### src/rtl/cu_step_sequencer_if.sv
// Link between the step sequencer and the parts it controls: the CPU step
// counter and the memory bus handshake. The master side is the sequencer;
// the slave side is the step counter and bus interface it drives.
interface cu_step_sequencer_if;
  logic [4:0] i_Step;
  logic       o_Step_Enable;
  logic       o_Step_Reset;
  logic       i_Mem_Cycle;
  logic       i_Mem_Ack;
  logic       o_Mem_Req;

  modport master (
    input  i_Step,
    input  i_Mem_Cycle,
    input  i_Mem_Ack,
    output o_Step_Enable,
    output o_Step_Reset,
    output o_Mem_Req
  );

  modport slave (
    output i_Step,
    output i_Mem_Cycle,
    output i_Mem_Ack,
    input  o_Step_Enable,
    input  o_Step_Reset,
    input  o_Mem_Req
  );
endinterface

### src/rtl/cu_step_sequencer.sv
// Control-unit step sequencer. It splits the step count into M-cycle and
// T-state, and drives the step counter's enable and synchronous reset.
// The counter is frozen on memory wait states and cleared at the last step
// of each instruction. The sequencer also handles HALT and core run/stop,
// and keeps a saturating count of stalled cycles.
module cu_step_sequencer #(
  parameter int T_PER_M     = 4,
  parameter int MAX_MCYCLES = 6,
  parameter int WAIT_W      = 8
) (
  input  logic                 i_Clk,
  input  logic                 i_Reset_n,
  cu_step_sequencer_if.master  bus,
  input  logic                 i_Run,
  input  logic [2:0]           i_MCycles,
  input  logic                 i_Halt,
  input  logic                 i_Int_Pending,
  output logic [2:0]           o_MCycle,
  output logic [1:0]           o_TState,
  output logic                 o_Instr_Done,
  output logic                 o_Halted,
  output logic [WAIT_W-1:0]    o_Wait_Cnt
);

  typedef enum logic [1:0] {IDLE, RUN, WAIT_MEM, HALT} state_t;

  state_t              state_q, state_d;
  logic                mem_done_q, mem_done_d;
  logic                done_q, done_d;
  logic [WAIT_W-1:0]   wait_cnt_q, wait_cnt_d;

  logic [2:0]          mc;
  logic [5:0]          last_step;
  logic                is_last;
  logic                stall;
  logic                step_enable;
  logic                step_reset;
  logic                mem_req;
  logic                halted;
  logic                wait_inc;
  logic                mem_done_set;

  // T_PER_M is a power of two, so these reduce to a shift and a mask.
  assign o_MCycle = 3'(bus.i_Step / T_PER_M);
  assign o_TState = 2'(bus.i_Step % T_PER_M);

  // Clamp the decoder's M-cycle count into the legal range 1..MAX_MCYCLES.
  always_comb begin
    if (i_MCycles == 3'd0)
      mc = 3'd1;
    else if (i_MCycles > 3'(MAX_MCYCLES))
      mc = 3'(MAX_MCYCLES);
    else
      mc = i_MCycles;
  end

  // Steps beyond the last legal one are treated as the last step, so a
  // corrupted counter still ends the instruction cleanly.
  assign last_step = 6'(mc * T_PER_M - 1);
  assign is_last   = ({1'b0, bus.i_Step} >= last_step);

  // A bus access that has not completed by T2 freezes the step counter.
  assign stall = (o_TState == 2'd2) && bus.i_Mem_Cycle && !mem_done_q && !bus.i_Mem_Ack;

  // Next-state and output decode for the run/wait/halt controller.
  always_comb begin
    state_d      = state_q;
    step_enable  = 1'b1;
    step_reset   = 1'b0;
    mem_req      = 1'b0;
    halted       = 1'b0;
    wait_inc     = 1'b0;
    mem_done_set = 1'b0;
    done_d       = 1'b0;
    case (state_q)
      IDLE: begin
        step_reset = 1'b1;
        if (i_Run) state_d = RUN;
      end
      RUN: begin
        mem_req = bus.i_Mem_Cycle && (o_TState == 2'd1 || o_TState == 2'd2) && !mem_done_q;
        if (stall) begin
          step_enable = 1'b0;
          wait_inc    = 1'b1;
          state_d     = WAIT_MEM;
        end else if (is_last) begin
          step_reset = 1'b1;
          done_d     = 1'b1;
          if (i_Halt)
            state_d = HALT;
          else if (!i_Run)
            state_d = IDLE;
        end
      end
      WAIT_MEM: begin
        step_enable = 1'b0;
        mem_req     = 1'b1;
        wait_inc    = 1'b1;
        if (bus.i_Mem_Ack) begin
          mem_done_set = 1'b1;
          state_d      = RUN;
        end
      end
      HALT: begin
        step_enable = 1'b0;
        halted      = 1'b1;
        if (i_Int_Pending)
          state_d = RUN;
        else if (!i_Run)
          state_d = IDLE;
      end
      default: state_d = IDLE;
    endcase
  end

  // mem_done only lives for the rest of the T2 step it was set in; the
  // wait counter saturates instead of wrapping.
  always_comb begin
    mem_done_d = (o_TState == 2'd2) && (mem_done_q || mem_done_set);
    wait_cnt_d = wait_cnt_q;
    if (wait_inc && (wait_cnt_q != {WAIT_W{1'b1}}))
      wait_cnt_d = wait_cnt_q + 1'b1;
  end

  // State and status registers.
  always_ff @(posedge i_Clk or negedge i_Reset_n) begin
    if (!i_Reset_n) begin
      state_q    <= IDLE;
      mem_done_q <= 1'b0;
      done_q     <= 1'b0;
      wait_cnt_q <= '0;
    end else begin
      state_q    <= state_d;
      mem_done_q <= mem_done_d;
      done_q     <= done_d;
      wait_cnt_q <= wait_cnt_d;
    end
  end

  assign bus.o_Step_Enable = step_enable;
  assign bus.o_Step_Reset  = step_reset;
  assign bus.o_Mem_Req     = mem_req;
  assign o_Halted          = halted;
  assign o_Instr_Done      = done_q;
  assign o_Wait_Cnt        = wait_cnt_q;

endmodule

### src/flat_wrapper.sv
// flat-port wrapper written by rule: the top's interface ports become plain ports
module cu_step_sequencer_flat 
#(
  parameter int T_PER_M     = 4,
  parameter int MAX_MCYCLES = 6,
  parameter int WAIT_W      = 8
)
  (i_Clk, i_Reset_n, i_Run, i_MCycles, i_Halt, i_Int_Pending, o_MCycle, o_TState, o_Instr_Done, o_Halted, o_Wait_Cnt, bus_i_Step, bus_i_Mem_Cycle, bus_i_Mem_Ack, bus_o_Step_Enable, bus_o_Step_Reset, bus_o_Mem_Req);
  cu_step_sequencer_if bus_i ();
  input  logic i_Clk;
  input  logic i_Reset_n;
  input  logic i_Run;
  input  logic [2:0] i_MCycles;
  input  logic i_Halt;
  input  logic i_Int_Pending;
  output logic [2:0] o_MCycle;
  output logic [1:0] o_TState;
  output logic o_Instr_Done;
  output logic o_Halted;
  output logic [WAIT_W-1:0] o_Wait_Cnt;
  input wire logic [$bits(bus_i.i_Step)-1:0] bus_i_Step;
  input wire logic [$bits(bus_i.i_Mem_Cycle)-1:0] bus_i_Mem_Cycle;
  input wire logic [$bits(bus_i.i_Mem_Ack)-1:0] bus_i_Mem_Ack;
  output wire logic [$bits(bus_i.o_Step_Enable)-1:0] bus_o_Step_Enable;
  output wire logic [$bits(bus_i.o_Step_Reset)-1:0] bus_o_Step_Reset;
  output wire logic [$bits(bus_i.o_Mem_Req)-1:0] bus_o_Mem_Req;
  assign bus_i.i_Step = bus_i_Step;
  assign bus_i.i_Mem_Cycle = bus_i_Mem_Cycle;
  assign bus_i.i_Mem_Ack = bus_i_Mem_Ack;
  assign bus_o_Step_Enable = bus_i.o_Step_Enable;
  assign bus_o_Step_Reset = bus_i.o_Step_Reset;
  assign bus_o_Mem_Req = bus_i.o_Mem_Req;
  cu_step_sequencer #(.T_PER_M(T_PER_M), .MAX_MCYCLES(MAX_MCYCLES), .WAIT_W(WAIT_W)) u_core (.i_Clk(i_Clk), .i_Reset_n(i_Reset_n), .bus(bus_i), .i_Run(i_Run), .i_MCycles(i_MCycles), .i_Halt(i_Halt), .i_Int_Pending(i_Int_Pending), .o_MCycle(o_MCycle), .o_TState(o_TState), .o_Instr_Done(o_Instr_Done), .o_Halted(o_Halted), .o_Wait_Cnt(o_Wait_Cnt));
endmodule
### config.mk
export PLATFORM = sky130hd
export DESIGN_NAME = cu_step_sequencer_flat
export DESIGN_NICKNAME = d
export VERILOG_FILES = /design/src/rtl/cu_step_sequencer_if.sv /design/src/rtl/cu_step_sequencer.sv /design/src/flat_wrapper.sv
export SDC_FILE = /design/constraint.sdc
export NUM_CORES = 1
export LEC_CHECK = 0
export CAP_MARGIN = 5
export CORE_ASPECT_RATIO = 1.1
export CORE_UTILIZATION = 45
export CTS_CLUSTER_DIAMETER = 100
export CTS_CLUSTER_SIZE = 20
export DETAILED_ROUTE_END_ITERATION = 10
export DONT_BUFFER_PORTS = 1
export PLACE_DENSITY = 0.66
export SETUP_SLACK_MARGIN = 0.1
export SLEW_MARGIN = 20
export SYNTH_ARGS = -nofsm -noshare
export SYNTH_HDL_FRONTEND = slang
export SYNTH_SLANG_ARGS = --single-unit
### constraint.sdc
create_clock -name i_Clk -period 2.5 [get_ports i_Clk]
set_input_delay 0.25 -clock i_Clk [delete_from_list [all_inputs] [get_ports i_Clk]]
set_output_delay 0.25 -clock i_Clk [all_outputs]
set_load 0.005 [all_outputs]
==> results_dict.tcl, run 1 <==
set metrics [dict create \
    die_w_um 44.75 \
    p_per_area_mw_per_mm2 944.9 \
    worstPathArrival_ns 1.93 \
    ir_worst_vdd_v 0.0006395 \
    pwr-share-clk_pct 16.9 \
    cts_buffers 3 \
    fmax_ghz 0.4586 \
    yosysTopAreaCell "dfrtp_1" \
    cp-start-kind "primary input" \
    endpoint_kind "primary output" \
    hpwl_mm 1.300 \
    cts_buffer_depth 2 \
    drt_iter0_drc 10 \
    worstPathMaxFanout 4 \
    final_hold_viol_count 0 \
    worst_path_largest_cell_delay_ns 0.28 \
    p_seq_share_pct 36.5 \
    die-area_sq_mm 0.002194 \
    die_h_um 49.03 \
    gr-total-overflow 0 \
    syn2layout_area_growth_pct 4.703 \
    path_cells "inv_1, nand2_1, a21oi_1, inv_1, ha_1, ha_1, o21ai_0, o21bai_1, nor2b_1, or2_2" \
    seq_area_frac_synth_pct 33.20 \
    grt_max_degree 13 \
    ys_seq_elements 12 \
    period_share_pct 87.21 \
    cap_violations 0 \
    antenna_cells 0 \
    route.detailed.drc 0 \
    path_clk_slew_ns 0.08 \
    synthFlopType "dfrtp_1" \
    worst_pin_slew_ns 0.5435 \
    hp-class "in -> reg" \
    cts_sinks 12 \
    coreArea_sq_mm 0.001842 \
    critical_path_class "in -> out" \
    ctsResizeCount 0 \
    ios 33 \
    synth_cell_type_count 34 \
    via_per_inst 5.617 \
    final.setup.tns_ns 0 \
    switching_share_pct 39.94 \
    p_leak_nw 0.4291 \
    grt_pass1_wl_mm 2.911 \
    vias 674 \
    synth_commonest_cells "12 x dfrtp_1, 11 x ha_1, 8 x inv_1" \
    synthCells 93 \
    antenna_found_initial 0 \
    maxSlewViolCount 0 \
    tritoncts "built" \
    finish.net_count 120 \
    grt_pass1_vias 695 \
    setup_viol 0 \
    yosysWarnings 0 \
    syn_avg_cell_area_sq_um 9.727 \
    rsz0062_at_grt "no" \
    first_pass_iters 4 \
    status "completed" \
    combPwrFrac_pct 46.6 \
    initial_utilization_pct 49.12 \
    place_ws_ns 0.3183 \
    syn_nets 119 \
    synthArstFlopShare_pct 100.0 \
    postCtsSetupRepairBufs 0 \
    synth.cell_area_sq_um 904.6 \
    min_period_ns 2.180 \
    port_buffers 0 \
    slew-limit-headroom_pct 63.65 \
    grt_use_total_pct 17.83 \
    yosysMostFrequentCell "dfrtp_1" \
    htree_num_levels 1 \
    synth_area_leaders "dfrtp_1 33%, ha_1 15%, xnor2_1 5.8%, buf_4 4.1%, inv_1 3.3%" \
    clk_latency_ns 0.27 \
    clock_skew_ns 0.001327 \
    ant_nets 0 \
    p_int_w 0.0005375 \
    power_switching_w 0.0003574 \
    synth_top_area_share_pct 33.20 \
    rows 16 \
    drive_above_1_share_pct 11.83 \
    ctsRootBufferMaster "clkbuf_4" \
    cp.required_ns 2.25 \
    fin_ws_ns 0.3196 \
    wl_per_cell_um 13.88 \
    routabilityCongestion 0.8386 \
    finalWirelength_mm 1.665 \
    synth_edf_count 0 \
    worst_path_max_delay_cell "or2_2" \
]
==> kinds of logic after synthesis <==
group	count (synthesis)	synth area share [%]
buf+inv	13	7.469
fa+ha+maj	11	15.21
xor+xnor	6	5.809
simple gates	26	16.32
flops	12	33.20
mux	2	2.766
compound gates	23	19.23
==> metrics by stage <==
stage	instances	util, %	instance area, sq um	power (W)	hold slack [ns]
2_1_floorplan	93	-	904.6	0.0006600	-0.04559
3_3_place_gp	115	48.91	900.9	0.0007293	-0.04536
3_5_place_dp	115	48.91	900.9	0.0007391	-0.04535
4_1_cts	120	51.43	947.2	0.0009084	0.1448
5_1_grt	120	51.43	947.2	0.0009812	0.1518
6_report	120	51.43	947.2	0.0008949	0.1594
==> placed cells by master, fill, tap and decap left out <==
master	count
o21bai_1	1
a22oi_1	1
dlygate4sd3_1	1
clkbuf_8	1
dfrtp_1	12
nor3b_1	1
nand4bb_1	1
nand3b_2	1
a32oi_1	1
nand2b_1	2
xnor2_1	6
nand2_1	6
mux2_4	1
nand3_1	4
nand3b_1	1
o21a_1	2
and3_1	1
o21ai_2	1
o211ai_1	3
a22o_1	1
ha_1	11
a31oi_1	1
o21ai_4	1
mux2i_1	1
nor2_1	3
o2111a_1	1
inv_1	8
a31o_2	1
a21oi_1	5
o21ba_2	1
nor2b_1	3
o21ai_0	2
or2_2	1
a211oi_1	1
clkbuf_4	3
nand4_1	2
==> worst paths after layout <==
| check | from | endpoint | slack [ns] | cells after the start |
|---|---|---|---|---|
| max in group asynchronous | i_Reset_n | u_core.state_q[1] | 1.74 | 1 |
| max reg2reg | u_core.state_q[1] | u_core.o_Wait_Cnt[1] | 0.63 | 6 |
| min reg2reg | u_core.o_Wait_Cnt[5] | u_core.o_Wait_Cnt[5] | 0.55 | 1 |
| min | bus_i_Mem_Ack | u_core.mem_done_q | 0.16 | 2 |
| min in group asynchronous | i_Reset_n | u_core.o_Wait_Cnt[7] | 0.40 | 1 |
| max | i_MCycles[1] | bus_o_Step_Reset | 0.32 | 10 |
==> area by class of cell <==
type / count / area (sq um)
fillers: 177 / 894.6
clock buffers: 4 / 36.28
inverters: 8 / 30.03
repair buffers: 1 / 10.01
multi-input cells: 68 / 536.8
well taps: 27 / 33.78
flip-flops and latches: 12 / 300.3
==> sequential cells by signal (all words and copies together), names as in the netlist <==
name,flops
u_core.state_q,2
u_core.mem_done_q,1
u_core.o_Wait_Cnt,8
u_core.o_Instr_Done,1
==> layer usage <==
layer | routed length (um) | GRT usage [%]
met2 | 823 | 30.39
met1 | 710 | 19.54
met3 | 110 | 4.815
met5 | 0 | 0
met4 | 21 | 9.091
==> critical path: cells and delay by family <==
family	cells	cell delay, ns
adder cells (fa/ha/maj)	2	0.54
AND/OR/NAND/NOR	3	0.51
AO/OA/AOI/OAI	3	0.50
buffers and inverters	2	0.13
==> timing repair <==
action | in CTS | in global routing
endpoints found under the setup margin | 0 | 0
hold endpoints to repair | 12 | 0
hold buffers | 1 | 0
==> power by group through the flow <==
stage          Combinational (W)  Clock (W)  Sequential [W]
2_1_floorplan           0.000349          0        0.000311
3_3_place_gp            0.000401          0        0.000328
3_5_place_dp            0.000408          0        0.000332
4_1_cts                 0.000422   0.000159        0.000327
5_1_grt                 0.000469   0.000172        0.000340
6_report                0.000417   0.000152        0.000327
Note: power is estimated with default switching activity, not from simulation.
==> run 2, diff against run 1 <==
- CTS_BUF_LIST: not set -> sky130_fd_sc_hd__clkbuf_4 sky130_fd_sc_hd__clkbuf_8
- SKIP_LAST_GASP: not set -> 1
==> results of run 2 <==
Same layout as run 1: the final DEF is identical, and so are final timing and power.
